[config.mk]
export PLATFORM = sky130hd
export DESIGN_NAME = rd_showahead_adapter
export DESIGN_NICKNAME = d
export VERILOG_FILES = /design/src/rtl/rd_showahead_adapter_pkg.sv /design/src/rtl/rd_showahead_adapter_reg_queue.sv /design/src/rtl/rd_showahead_adapter.sv
export SDC_FILE = /design/constraint.sdc
export NUM_CORES = 1
export LEC_CHECK = 0
export CORE_UTILIZATION = 43
export DETAILED_ROUTE_END_ITERATION = 10
export GPL_TIMING_DRIVEN = 0
export PLACE_DENSITY = 0.71
export SLEW_MARGIN = 20
export SYNTH_ARGS = -nofsm -noshare
export SYNTH_HDL_FRONTEND = slang
export SYNTH_SLANG_ARGS = --single-unit
[constraint.sdc]
create_clock -name rd_clk_i -period 1.95 [get_ports rd_clk_i]
set_clock_uncertainty 0.15 [all_clocks]
set_input_delay 0.195 -clock rd_clk_i [delete_from_list [all_inputs] [get_ports rd_clk_i]]
set_output_delay 0.195 -clock rd_clk_i [all_outputs]
set_load 0.005 [all_outputs]
[src/rtl/rd_showahead_adapter_pkg.sv]
// Shared definitions for the read side of the dual-clock FIFO.
//   RD_LATENCY : cycles from an accepted read to valid RAM data
//   cnt_width  : bits needed to hold a count of 0..depth
package rd_showahead_adapter_pkg;

    localparam int unsigned RD_LATENCY = 1;

    function automatic int unsigned cnt_width(input int unsigned depth);
        return $clog2(depth + 1);
    endfunction

endpackage

[src/rtl/rd_showahead_adapter_reg_queue.sv]
// Small register FIFO that holds the words already read from the RAM.
// Ports:
//   rd_clk_i, rd_srst_n_i : clock, synchronous active-low reset
//   wr_en_i, wr_data_i    : push a word into the tail slot
//   rd_en_i               : drop the head word
//   head_o                : head word, straight from a storage register
//   count_o               : words currently stored
// There is no overflow/underflow protection: the caller guarantees space on
// write and a non-empty queue on read.
module rd_showahead_adapter_reg_queue
    import rd_showahead_adapter_pkg::*;
#(
    parameter int unsigned DWIDTH = 8,
    parameter int unsigned DEPTH  = 3
) (
    input  logic                          rd_clk_i,
    input  logic                          rd_srst_n_i,
    input  logic                          wr_en_i,
    input  logic [DWIDTH-1:0]             wr_data_i,
    input  logic                          rd_en_i,
    output logic [DWIDTH-1:0]             head_o,
    output logic [cnt_width(DEPTH)-1:0]   count_o
);

    localparam int unsigned PW = $clog2(DEPTH);
    localparam int unsigned CW = cnt_width(DEPTH);

    logic [DWIDTH-1:0] mem_q [DEPTH];
    logic [PW-1:0]     wr_ptr_q, rd_ptr_q;
    logic [CW-1:0]     count_q, count_d;

    // Pointers are mod-DEPTH counters.
    function automatic logic [PW-1:0] ptr_inc(input logic [PW-1:0] p);
        return (p == PW'(DEPTH - 1)) ? '0 : p + 1'b1;
    endfunction

    always_comb begin
        count_d = count_q;
        unique case ({wr_en_i, rd_en_i})
            2'b10:   count_d = count_q + 1'b1;
            2'b01:   count_d = count_q - 1'b1;
            default: count_d = count_q;
        endcase
    end

    always_ff @(posedge rd_clk_i) begin
        if (!rd_srst_n_i) begin
            wr_ptr_q <= '0;
            rd_ptr_q <= '0;
            count_q  <= '0;
            for (int i = 0; i < int'(DEPTH); i++) begin
                mem_q[i] <= '0;
            end
        end else begin
            if (wr_en_i) begin
                mem_q[wr_ptr_q] <= wr_data_i;
                wr_ptr_q        <= ptr_inc(wr_ptr_q);
            end
            if (rd_en_i) begin
                rd_ptr_q <= ptr_inc(rd_ptr_q);
            end
            count_q <= count_d;
        end
    end

    assign head_o  = mem_q[rd_ptr_q];
    assign count_o = count_q;

endmodule

[src/rtl/rd_showahead_adapter.sv]
// Converts the FIFO's normal-mode read port (request, registered empty, data
// one cycle after an accepted read) into a show-ahead valid/ready stream.
// Ports:
//   rd_clk_i, rd_srst_n_i : read clock, synchronous active-low reset
//   fifo_empty_i          : registered empty flag from the read-pointer stage
//   fifo_rd_req_o         : read request to the read-pointer stage
//   fifo_q_i              : RAM read data, valid one cycle after an accept
//   out_data_o/out_valid_o/out_ready_i : show-ahead output stream
//   level_o               : words stored locally
// The request depends only on registers and reset, so there is no
// combinational path from out_ready_i to fifo_rd_req_o.
module rd_showahead_adapter
    import rd_showahead_adapter_pkg::*;
#(
    parameter int unsigned DWIDTH    = 8,
    parameter int unsigned BUF_DEPTH = 3
) (
    input  logic                              rd_clk_i,
    input  logic                              rd_srst_n_i,
    input  logic                              fifo_empty_i,
    output logic                              fifo_rd_req_o,
    input  logic [DWIDTH-1:0]                 fifo_q_i,
    output logic [DWIDTH-1:0]                 out_data_o,
    output logic                              out_valid_o,
    input  logic                              out_ready_i,
    output logic [cnt_width(BUF_DEPTH)-1:0]   level_o
);

    localparam int unsigned CW = cnt_width(BUF_DEPTH);
    localparam int unsigned OW = CW + 1;

    if (BUF_DEPTH < 3) begin : g_bad_depth
        $error("BUF_DEPTH below 3 cannot sustain one word per cycle");
    end
    if (RD_LATENCY != 1) begin : g_bad_latency
        $error("single-stage inflight tracking assumes a 1-cycle RAM read");
    end

    logic          inflight_q;
    logic          accept;
    logic          pop;
    logic [CW-1:0] cnt;
    logic [OW-1:0] outstanding;

    // Stored plus in-flight words never exceed the local storage, so the
    // unconditional capture below can never overwrite a live entry.
    assign outstanding   = {1'b0, cnt} + {{CW{1'b0}}, inflight_q};
    assign fifo_rd_req_o = rd_srst_n_i & (outstanding < OW'(BUF_DEPTH));
    assign accept        = fifo_rd_req_o & ~fifo_empty_i;
    assign out_valid_o   = (cnt != '0);
    assign pop           = out_valid_o & out_ready_i;
    assign level_o       = cnt;

    always_ff @(posedge rd_clk_i) begin
        if (!rd_srst_n_i) begin
            inflight_q <= 1'b0;
        end else begin
            inflight_q <= accept;
        end
    end

    rd_showahead_adapter_reg_queue #(
        .DWIDTH (DWIDTH),
        .DEPTH  (BUF_DEPTH)
    ) u_reg_queue (
        .rd_clk_i    (rd_clk_i),
        .rd_srst_n_i (rd_srst_n_i),
        .wr_en_i     (inflight_q),
        .wr_data_i   (fifo_q_i),
        .rd_en_i     (pop),
        .head_o      (out_data_o),
        .count_o     (cnt)
    );

endmodule

==> metrics.md <==
| Metric | Value |
|---|---|
| Status | completed |
| Peak supply drop | 0.576 mV |
| Worst-case setup slack after placement | -0.0969 ns |
| Via count of the routed design | 997 |
| Kind of capture point of the worst setup path | output pin |
| Max_cap viols | 0 |
| Synthesized instance count | 113 |
| Root Driver | sky130_fd_sc_hd__clkbuf_8 |
| Leakage power figure | 0.786 nW |
| Summed instance area of the synthesized netlist | 1710 um^2 |
| Tightest hold margin | 0.282 ns |
| Class of the tightest hold or removal check | in -> reg |
| Setup CP Type | reg -> out |
| Proportion of synthesized flip-flops having asynchronous set or reset | 0% |
| Worst-Margin Slew | 0.878 ns |
| Antenna violations before repair | 0 |
| Leading area contributor after synthesis | sky130_fd_sc_hd__edfxtp_1 |
| Finished Cell Area | 2110 um^2 |
| Arrival time at the worst endpoint | 1.53 ns |
| Biggest area contributors in the synthesized netlist | sky130_fd_sc_hd__edfxtp_1, sky130_fd_sc_hd__dfxtp_1, sky130_fd_sc_hd__mux4_2 |
| Number of placed cells counting well taps | 184 |
| Launching element type of the critical path | register |
| Fraction of synthesized cell area taken by the top area cell type | 56.3% |
| Area of placed instances | 2000 um^2 |
| Worst-case headroom to the max-slew limit | 41.1% |
| Power Dens Cells | 1030 nW/um^2 |
| Total design power | 0.00218 W |
| Wire length of the first global-routing pass | 4750 um |
| Number of global-route vias before repair | 988 |
| Average wire per standard cell | 14.7 um |
| Most common library cells after synthesis | sky130_fd_sc_hd__edfxtp_1, sky130_fd_sc_hd__and2_1, sky130_fd_sc_hd__dfxtp_1 |
| Most frequently used flop master after synthesis | sky130_fd_sc_hd__edfxtp_1 |
| Clk sink count | 41 |
| Clock Path Buffers | 2 |
| Relative area change from synthesis to final layout | 23.5% |
| Overall overflow remaining after global route | 0 |
| Average footprint of a synthesized cell | 15.1 um^2 |
| Maximum level of the CTS H-tree | 2 |
| Number of library cell types mapped by synthesis | 25 |
| Width of the chip | 65.0 um |
| Detailed-route vias per instance | 5.17 |
| Hold Fails Final Rpt | 0 |
| Count of input and output buffers | 23 |
| CTS tree | yes |
| Unrepaired setup endpoints after global routing | no |
| Cts-stage hold buffer count | 0 |
| Total of flip-flops plus latches after synthesis | 41 |
| Number of fillers in the final layout | 328 |
| Number of enable flip-flop cells after synthesis | 32 |
| Number of antenna repair diodes | 0 |
| Dpl hpwl | 1880 um |
| Setup slack of the critical path after layout | 0.0756 ns |
| Net Count, Synth | 128 |
| Setup Viol. Count Final | 0 |
| Initial DRC Count | 20 |
| Met2 WL | 1560 um |
| Weighted congestion reported at the end of routability-driven placement | 0.690 |
| Pin count of the biggest net entering global routing | 13 |
| Crit share post-route | 96.1% |
| Routed Antenna Nets | 0 |
| Die area | 4230 um^2 |
| Post-Route WL | 2850 um |
| Combined global-route utilization of all metal layers | 16.3% |
| Starting density of the core | 45.6% |
| Number of search-and-repair iterations in the first detailed-routing pass | 4 |
| Top-Level Pins | 24 |
| Number of remaining DRC errors | 0 |
| Required @ worst endpoint | 1.60 ns |
| Total number of placement rows | 22 |
| Final cell count without fillers | 193 |
| Wire length on met3 | 143 um |
| Clk Latency, worst-skew pair | 0.29 ns |
| DIE HEIGHT | 65.0 um |
| Fraction of final layout cells sized beyond drive strength 1 | 20.7% |
| Dominant cell by count in the synthesized netlist | sky130_fd_sc_hd__edfxtp_1 |
| Max Transition Viols Final | 0 |
| Wire length the detailed router placed on met1 | 1110 um |
| CTS clock-pin slew for the worst setup and hold paths | 0.07 ns |
| Core region area | 3740 um^2 |
| Sequential share of the synthesized area | 66.8% |
| Number of nets in the layout | 159 |
| Highest metal used | met4 |
| Yosys warning count | 0 |
| Minimum clock period after layout | 1.87 ns |
| Cts bufs inserted | 5 |
| Highest achievable clock rate | 534 MHz |
| CP Max Fanout | 7 |
## cells in the final DEF (no fill, tap or decap), drive strengths merged
cell and count:
a211oi 1, a21oi 4, and2 24, buf 5, clkbuf 9, clkdlybuf4s50 14, clkinv 1, dfxtp 9
dlygate4sd2 5, edfxtp 32, ha 3, inv 3, mux2 1, mux4 8, nand2 6, nand2b 2
nand3b 1, nor2 6, nor2b 1, o21ai 4, or2 1, or3 2, or3b 1, xnor2 1
xor2 1
## report_power, final
| group | switching [W] | leakage, nW | internal (W) |
|---|---|---|---|
| logic | 0.000194 | 0.334 | 0.000302 |
| registers | 0.0000595 | 0.397 | 0.00102 |
| clock network | 0.000278 | 0.0542 | 0.000320 |
| total | 0.000531 | 0.786 | 0.00164 |
## layer usage
| metal | GRT usage [%] | up-vias |
|---|---|---|
| li1 | - | 478 |
| met1 | 18.0 | 485 |
| met3 | 5.81 | 5 |
| met5 | 0 | - |
| met2 | 28.1 | 29 |
| met4 | 7.34 | 0 |
## worst paths after layout
| check | startpoint | to | slack (ns) | cells past startpoint |
|---|---|---|---|---|
| worst max-delay path | register | out_data_o[0] | 0.08 | 3 |
| worst max register to register | u_reg_queue.wr_ptr_q[1] | u_reg_queue.mem_q[0][4] | 0.20 | 2 |
| worst min register to register | u_reg_queue.wr_ptr_q[1] | u_reg_queue.wr_ptr_q[1] | 0.34 | 2 |
| worst min-delay path | fifo_empty_i | inflight_q | 0.28 | 2 |
## layout make-up
cell class	instances	area (um^2)	area share, %
timing repair buffer	25	223	10.6
clock inverter	1	5.00	0.237
clock buffer	7	96.3	4.57
inverter	3	11.3	0.534
buffer	1	15.0	0.712
sequential	41	1150	54.4
multi-input combinational	67	552	26.2
tap	48	60.1	2.85
## kinds of logic after synthesis
family,count (synthesis),synth area share (%)
xor+xnor,2,1.03
compound gates,9,3.00
fa+ha+maj,3,2.20
mux,9,11.2
flops,41,66.8
buf+inv,5,1.17
simple gates,44,14.6
## critical path: stages (launching register included)
cell and delay (ns):
sky130_fd_sc_hd__dfxtp_2 0.34, sky130_fd_sc_hd__buf_8 0.14, sky130_fd_sc_hd__mux4_2 0.49, sky130_fd_sc_hd__dlygate4sd2_1 0.27
## timing repair
action,CTS,global route
pin swaps,1,1
buffers inserted,2,0
gates cloned,0,0
gates resized for setup,23,5
setup endpoints to repair,9,3
## per-stage QoR
step	utilization [%]	TNS, ns
6_report	56.4	0
5_1_grt	56.4	0
4_1_cts	56.7	-0.00930
3_5_place_dp	53.4	-0.767
3_3_place_gp	53.4	-0.671
2_1_floorplan	-	0
## sequential cells by signal, summed over array words and instances (netlist names), named ones only
name and flops:
inflight_q 1, u_reg_queue.rd_ptr_q 2, u_reg_queue.wr_ptr_q 2, u_reg_queue.count_o 2, u_reg_queue.mem_q 32
Note: power is estimated with default switching activity, not from simulation.
